$ cat config.mk
export PLATFORM = sky130hd
export DESIGN_NAME = aibcr3_dcc_crsgrygen
export DESIGN_NICKNAME = d
export VERILOG_FILES = /design/src/rtl/aibcr3_dcc_crsgrygen.sv
export SDC_FILE = /design/constraint.sdc
export NUM_CORES = 1
export LEC_CHECK = 0
export CAP_MARGIN = 25
export CORE_MARGIN = 5
export CORE_UTILIZATION = 56
export DETAILED_ROUTE_END_ITERATION = 8
export GPL_TIMING_DRIVEN = 0
export PLACE_DENSITY = 0.8
export SLEW_MARGIN = 10
export SYNTH_ARGS = -nofsm -noshare
export SYNTH_HDL_FRONTEND = slang
export SYNTH_SLANG_ARGS = --single-unit
$ cat constraint.sdc
create_clock -name CLK -period 3 [get_ports CLK]
set_clock_uncertainty 0.15 [all_clocks]
set_input_delay 0.45 -clock CLK [delete_from_list [all_inputs] [get_ports CLK]]
set_output_delay 0.45 -clock CLK [all_outputs]
set_load 0.01 [all_outputs]
$ cat src/rtl/aibcr3_dcc_crsgrygen.sv
// DCC coarse-delay code generator: integrates PD up/down decisions into
// an 8-bit saturating code, published as Gray, with settle wait and lock.
module aibcr3_dcc_crsgrygen #(
    parameter int unsigned INIT_CODE  = 128,
    parameter int unsigned SETTLE_CYC = 8,
    parameter int unsigned LOCK_REV   = 4
) (
    input  logic        CLK,
    input  logic        RSTb,
    input  logic        en,
    input  logic        freeze,
    input  logic        pd_vld,
    input  logic        pd_up,
    output logic [10:3] gry,
    output logic [7:0]  code_bin,
    output logic        locked,
    output logic        sat_hi,
    output logic        sat_lo,
    output logic        busy
);

    localparam logic [7:0] INIT8     = 8'(INIT_CODE);
    localparam logic [7:0] INIT_GRY  = INIT8 ^ (INIT8 >> 1);
    localparam logic [7:0] SETTLE_LD = 8'(SETTLE_CYC - 1);
    localparam logic [3:0] LOCK4     = 4'(LOCK_REV);

    typedef enum logic [1:0] {
        IDLE   = 2'd0,
        SETTLE = 2'd1,
        SAMPLE = 2'd2
    } state_t;

    state_t     state, state_nxt;
    logic [7:0] cnt, cnt_nxt;
    logic       step_go;

    logic [7:0] code_nxt;
    logic [3:0] rev_cnt, rev_nxt;
    logic [3:0] same_cnt, same_nxt;
    logic       last_dir, dir_nxt;
    logic       have_dir, have_nxt;
    logic       lock_nxt;

    always_ff @(posedge CLK or negedge RSTb) begin
        if (!RSTb) begin
            state    <= IDLE;
            cnt      <= '0;
            code_bin <= INIT8;
            gry      <= INIT_GRY;
            rev_cnt  <= '0;
            same_cnt <= '0;
            last_dir <= 1'b0;
            have_dir <= 1'b0;
            locked   <= 1'b0;
        end else begin
            state    <= state_nxt;
            cnt      <= cnt_nxt;
            code_bin <= code_nxt;
            gry      <= code_nxt ^ (code_nxt >> 1);
            rev_cnt  <= rev_nxt;
            same_cnt <= same_nxt;
            last_dir <= dir_nxt;
            have_dir <= have_nxt;
            locked   <= lock_nxt;
        end
    end

    // A saturated request still re-enters SETTLE, only the step is dropped.
    always_comb begin
        state_nxt = state;
        cnt_nxt   = cnt;
        step_go   = 1'b0;
        if (!en) begin
            state_nxt = IDLE;
        end else begin
            unique case (state)
                IDLE: begin
                    state_nxt = SETTLE;
                    cnt_nxt   = SETTLE_LD;
                end
                SETTLE: begin
                    if (cnt == 8'd0) state_nxt = SAMPLE;
                    else             cnt_nxt   = cnt - 8'd1;
                end
                SAMPLE: begin
                    if (pd_vld && !freeze) begin
                        state_nxt = SETTLE;
                        cnt_nxt   = SETTLE_LD;
                        step_go   = pd_up ? !sat_hi : !sat_lo;
                    end
                end
                default: state_nxt = IDLE;
            endcase
        end
    end

    always_comb begin
        code_nxt = code_bin;
        rev_nxt  = rev_cnt;
        same_nxt = same_cnt;
        dir_nxt  = last_dir;
        have_nxt = have_dir;
        lock_nxt = locked;
        if (!en) begin
            rev_nxt  = '0;
            same_nxt = '0;
            have_nxt = 1'b0;
            lock_nxt = 1'b0;
        end else if (step_go) begin
            code_nxt = pd_up ? code_bin + 8'd1 : code_bin - 8'd1;
            if (have_dir) begin
                if (pd_up != last_dir) begin
                    rev_nxt  = (rev_cnt >= LOCK4) ? LOCK4 : rev_cnt + 4'd1;
                    same_nxt = '0;
                end else begin
                    rev_nxt  = '0;
                    same_nxt = (same_cnt >= LOCK4) ? LOCK4 : same_cnt + 4'd1;
                end
            end
            dir_nxt  = pd_up;
            have_nxt = 1'b1;
            if (rev_nxt == LOCK4)       lock_nxt = 1'b1;
            else if (same_nxt == LOCK4) lock_nxt = 1'b0;
        end
    end

    always_comb begin
        busy   = (state == SETTLE);
        sat_hi = (code_bin == 8'hFF);
        sat_lo = (code_bin == 8'h00);
    end

endmodule

After elaboration in Yosys (flattened, before gate mapping)
Cells that the tools add are included.
{"block": "word_totals", "register_bits": 37, "latchBits": 0, "ram_bits": 0, "romBits": 0, "inputBits": 6, "output_inout_bits": 20, "elab_cells": 75, "n_memories": 0}
{"block": "classes", "addsub": 5, "multipliers": 0, "div_mod_pow": 0, "magnitude_cmp": 2, "n_eq_ne": 12, "n_shift": 0, "n_mux": 34, "bitwise": 1, "reduce_logical": 12}
{"operator": "2-to-1 mux 4 bit", "n": 14}
{"operator": "2-to-1 mux 8 bit", "n": 5}
{"operator": "case mux 8 bit (3 select lines)", "n": 1}
{"operator": "zero test 8 bit", "n": 2}
{"operator": "subtractor 8 x 1 -> 8 bit, second input constant", "n": 2}
{"operator": "2-to-1 mux 1 bit", "n": 10}
{"operator": "adder 4 x 1 -> 4 bit, second input constant", "n": 2}
{"operator": "adder 8 x 1 -> 8 bit, second input constant", "n": 1}
{"operator": "== test 4 x 3 -> 1 bit, second input constant", "n": 2}
{"operator": "== test 8 bit, second input constant", "n": 1}
{"operator": "greater-or-equal comparator 4 x 3 -> 1 bit, second input constant", "n": 2}
{"operator": "bitwise XOR 8 x 7 -> 8 bit", "n": 1}
{"operator": "2-to-1 mux 2 bit", "n": 3}
{"operator": "case mux 2 bit (3 select lines)", "n": 1}
{"operator": "AND reduction 2 bit", "n": 3}
{"operator": "!= test 2 bit, second input constant", "n": 2}
{"operator": "AND reduction 4 bit", "n": 1}
{"operator": "zero test 1 bit", "n": 3}
{"operator": "!= test 3 x 1 -> 1 bit, second input constant", "n": 1}
{"operator": "!= test 3 x 2 -> 1 bit, second input constant", "n": 1}
{"operator": "!= test 3 bit, second input constant", "n": 1}
{"operator": "nonzero test 3 bit", "n": 1}
{"operator": "== test 2 x 1 -> 1 bit, second input constant", "n": 1}
{"operator": "== test 2 bit, second input constant", "n": 1}
{"operator": "4 further kinds", "n": 4}

Longest topological paths before layout
{"block": "depth", "ltp_word": 13, "mapped_depth": 8, "depth_no_buf": 7}

Worst setup path after synthesis
Ideal clock, no wire load.
{"block": "synth_timing", "path_type": "input port to flip-flop", "from": "in pd_up", "to": "reg gry[9] (netlist name)", "setup_ps": 88, "arrival_time_ps": 2362, "required_ps": 2762, "slack_ps": 400, "path_stages": 8, "path_buffers": 1, "cell_sequence": "clkbuf_1 inv_1 ha_1 nor2b_1 o311a_1 a311oi_1 nor2_1 a221oi_2"}
{"block": "synth_via", "elab_chain_cells": 7, "word_cells_on_any_way": 8, "cone_classes": "7 x mux; 1 x bitwise"}
{"element": "start, declared", "line": "13", "source": "input logic pd_up,"}
{"element": "2-to-1 mux 1 bit", "line": "89", "source": "step_go = pd_up ? !sat_hi : !sat_lo;"}
{"element": "2-to-1 mux 1 bit", "line": "86", "source": "if (pd_vld && !freeze) begin"}
{"element": "2-to-1 mux 1 bit", "line": "76", "source": "unique case (state)"}
{"element": "2-to-1 mux 1 bit", "line": "73", "source": "if (!en) begin"}
{"element": "2-to-1 mux 8 bit *", "line": "109", "source": "end else if (step_go) begin"}
{"element": "2-to-1 mux 8 bit *", "line": "104", "source": "if (!en) begin"}
{"element": "bitwise XOR 8 x 7 -> 8 bit *", "line": "59", "source": "gry <= code_nxt ^ (code_nxt >> 1);"}
{"element": "end signal, assigned", "line": "59"}
{"element": "end, declared", "line": "14", "source": "output logic [10:3] gry,"}
Mark *: on every way between the ends. The rest lies on a longest branch, timed or not.
A chain may end at the register's enable or synchronous reset.

Worst setup path after layout
{"block": "layout_timing", "from": "reg code_bin[3]", "to": "out sat_lo"}
{"block": "layout_via", "elab_chain_cells": 1}
{"element": "start, declared", "line": "15", "source": "output logic [7:0] code_bin,"}
{"element": "start signal, assigned", "line": "58", "source": "code_bin <= code_nxt;"}
{"element": "zero test 8 bit", "line": "130", "source": "sat_lo = (code_bin == 8'h00);"}
{"element": "end, declared", "line": "18", "source": "output logic sat_lo,"}
No other way between the ends.

==> results.py <==
metrics = {
    "outcome": {
        "status": "finished, final reports clean",
    },
    "timing": {
        "slew_violations": 0,
        "min_period_ps": 2660,
        "clock.fmax_mhz": 376,
        "timing.final.hold_violations": 0,
        "relSlewSlack_pct": 47.6,
        "worst_pin_slew_ps": 787,
        "rsz0062_at_grt": "no",
        "tns_ps": 0,
        "setup_viol": 0,
        "fin_crit_sh_pct": 88.6,
    },
    "cts": {
        "cts_root_buf": "clkbuf_8",
        "cts.sinks": 36,
        "cts-htree-levels": 2,
        "cts_tree": "built",
        "max-clock-path-buffers": 2,
        "path_clk_slew_ps": 70,
        "cts_made_buffers": 5,
        "ctsHoldBuffers": 0,
        "clock_latency_ps": 290,
    },
    "pwr": {
        "power.density_nw_per_um2": 392,
        "p_int_uw": 771,
        "p_leak_uw": 0.00122,
        "netSwitchingFraction_pct": 25.7,
        "p_seq_share_pct": 49.5,
        "ir_drop_v": 0.000206,
        "power.clock.fraction_pct": 36.6,
        "p_comb_share_pct": 13.9,
        "p_sw_uw": 266,
    },
    "setup_path": {
        "path_class": "register to output pin",
        "crit_arrival_ps": 2060,
        "cpMaxStageDelayCell": "or4_1",
        "critPathCaptureType": "output pin",
        "startpoint_type": "register",
        "critPathBufInv": 1,
        "worstPathRequired_ps": 2400,
        "slowest_delay_ps": 570,
        "cp_top_family": "simple AND/OR/NAND/NOR gates",
        "path_max_fanout": 7,
        "crit_path_cell_trace": "or4_1 -> nor2_1 -> clkdlybuf4s50_1",
    },
    "grt": {
        "grt_start_max_net_pins": 37,
        "grt-ovfl-total": 0,
        "grt_pass1_vias": 1806,
        "grt_pass1_wl_um": 8000,
        "antenna_found_initial": 0,
        "track_usage_pct": 19.1,
    },
    "synthesis": {
        "synth_top_cell_by_area": "dfrtp_1",
        "synth_top_area_share_pct": 38.2,
        "synth_nets": 236,
        "synth-seq-area-share_pct": 40.5,
        "yosysUniqueCellTypes": 54,
        "avgSynthCellArea_sq_um": 10.2,
        "synth_common_cells": "dfrtp_1 (34), nor2_1 (25), xnor2_1 (12), xor2_1 (12)",
        "ys_ff_latch": 36,
        "synth_edf_count": 0,
        "yosysMostFrequentCell": "dfrtp_1",
        "synth.cell_area_sq_um": 2230,
        "synth.area.top_cells": "dfrtp_1 (38%), ha_1 (5.6%), xnor2_1 (4.7%), xor2_1 (4.7%), nor2_1 (4.2%)",
        "ys.flop_type": "dfrtp_1",
        "synthArstFlopShare_pct": 100,
        "ys_warn_count": 0,
        "synthCells": 219,
    },
    "drt": {
        "wirelength_um": 4500,
        "vias_per_cell": 5.83,
        "drc": 0,
        "first_pass_iters": 4,
        "dr.first_iter.drc_count": 165,
        "antenna_left": 0,
        "wl_per_cell_um": 14.9,
        "via_count": 1756,
    },
    "layout": {
        "layout.nets": 267,
        "multi_input_area_sq_um": 1250,
        "drive_gt1_share_pct": 11.6,
        "diodes": 0,
        "fill_cells": 307,
        "synthToLayoutAreaGrowth_pct": 18.5,
        "stdcell_count": 301,
        "seqCellArea_sq_um": 903,
    },
    "floorplan": {
        "coreArea_sq_um": 3940,
        "die_x_um": 73.1,
        "num_rows": 23,
        "floorplan.initialDensity_pct": 56.6,
        "pin_count": 26,
        "die-area_sq_um": 5340,
        "die_h_um": 73.1,
    },
    "placed_design": {
        "gp_congestion": 0.873,
        "place_inst": 294,
        "portBuffers": 25,
        "hpwl_um": 3190,
    },
    "min_path": {
        "hold_path.class": "primary input to async pin",
    },
    "run": {
        "maxCapViolCount": 0,
    },
}
cell usage in the layout (no fill, tap or decap), types with 2 or more instances in the layout:
cell              n
and3_1            4
a31oi_1           3
clkbuf_8          7
mux2i_1           4
a21oi_1          10
nand3_1           4
o21ai_0           5
o211ai_1          5
or4_1             2
o221a_2           2
clkdlybuf4s50_1  23
a41oi_1           3
dfrtp_1          34
a21o_1            2
buf_2             2
o31ai_1           2
clkbuf_1          3
nand4_1           2
nor4_1            4
nor2b_1           7
ha_1             10
nor2_1           25
dfstp_2           2
mux2_4            6
xor2_1           12
nand2b_1          2
inv_1             9
o22ai_1           2
o21a_1            7
o2111ai_1         2
xnor2_1          12
nand2_1           5
buf_4             2
and2_1            3
area by class of cell:
cell class,instances,area share (%)
clock buffer,8,3.79
inverter,9,1.28
tap,50,2.37
buffer,7,1.61
sequential,36,34.2
timing repair buffer,25,9.38
multi-input combinational,166,47.4
cells by family (layout without fill, tap and decap cells):
family	after synthesis	after routing	share of synthesized area, %
XOR/XNOR	24	24	9.43
multiplexers	10	10	5.84
flip-flops	36	36	40.5
buffers and inverters	17	49	3.59
adder cells (fa/ha/maj)	11	11	6.51
AO/OA/AOI/OAI	57	57	19.2
AND/OR/NAND/NOR	64	64	14.9
metrics by stage:
step	setup WS, ps	hold WS (ps)	power [uW]	cell area [sq um]	util [%]
2_1_floorplan	400	4.41	614	2230	-
3_3_place_gp	-545	382	662	2540	64.5
3_5_place_dp	-566	392	663	2540	64.4
4_1_cts	22.1	115	1040	2640	67.0
5_1_grt	235	148	1080	2640	67.0
6_report	343	85.2	1040	2640	67.0
repair_timing:
| item | CTS | global route |
|---|---|---|
| gates resized for setup | 2 | 1 |
| setup endpoints to repair | 6 | 5 |
| endpoints found under the hold margin | 0 | 0 |
| buffers inserted | 0 | 0 |
| pin swaps | 0 | 0 |
state kept, by name (all words and copies together) (netlist names):
| signal | count |
|---|---|
| cnt | 8 |
| code_bin | 8 |
| gry | 7 |
| have_dir | 1 |
| last_dir | 1 |
| locked | 1 |
| rev_cnt | 4 |
| same_cnt | 4 |
| state | 2 |
layer usage:
layer	GRT usage, %	routed length [um]	vias up
met5	0	0	-
met4	7.79	69	0
met3	4.13	180	7
met2	30.3	2120	46
met1	25.3	2130	843
li1	-	-	860
worst paths after layout:
check                                      start                endpoint  slack [ps]  cells past startpoint
min reg2reg                   cnt[5]$_DFFE_PN0P_      cnt[5]$_DFFE_PN0P_         390                      2
min in group CLK              cnt[5]$_DFFE_PN0P_      cnt[5]$_DFFE_PN0P_         390                      2
max reg2reg                code_bin[0]$_DFF_PN0_        gry[9]$_DFF_PN1_         630                      7
max in group asynchronous                   RSTb  rev_cnt[1]$_DFFE_PN0P_        2110                      1
max                        code_bin[3]$_DFF_PN0_                  sat_lo         340                      3
min                                         RSTb      cnt[7]$_DFFE_PN0P_          90                      1
worst reg2reg max path: stages (launching register included):
cell,delay (ps)
dfrtp_1,480
inv_1,120
fa_1,440
nor2b_1,230
o31ai_1,130
a311oi_2,380
nor2_1,110
a221oi_2,260
power groups by stage:
stage,Combinational (uW),Clock [uW],Sequential [uW]
2_1_floorplan,93.5,0,521
3_3_place_gp,141,0,521
3_5_place_dp,142,0,521
4_1_cts,145,387,512
5_1_grt,161,408,515
6_report,144,380,513
(Power assumes the default switching activity.)
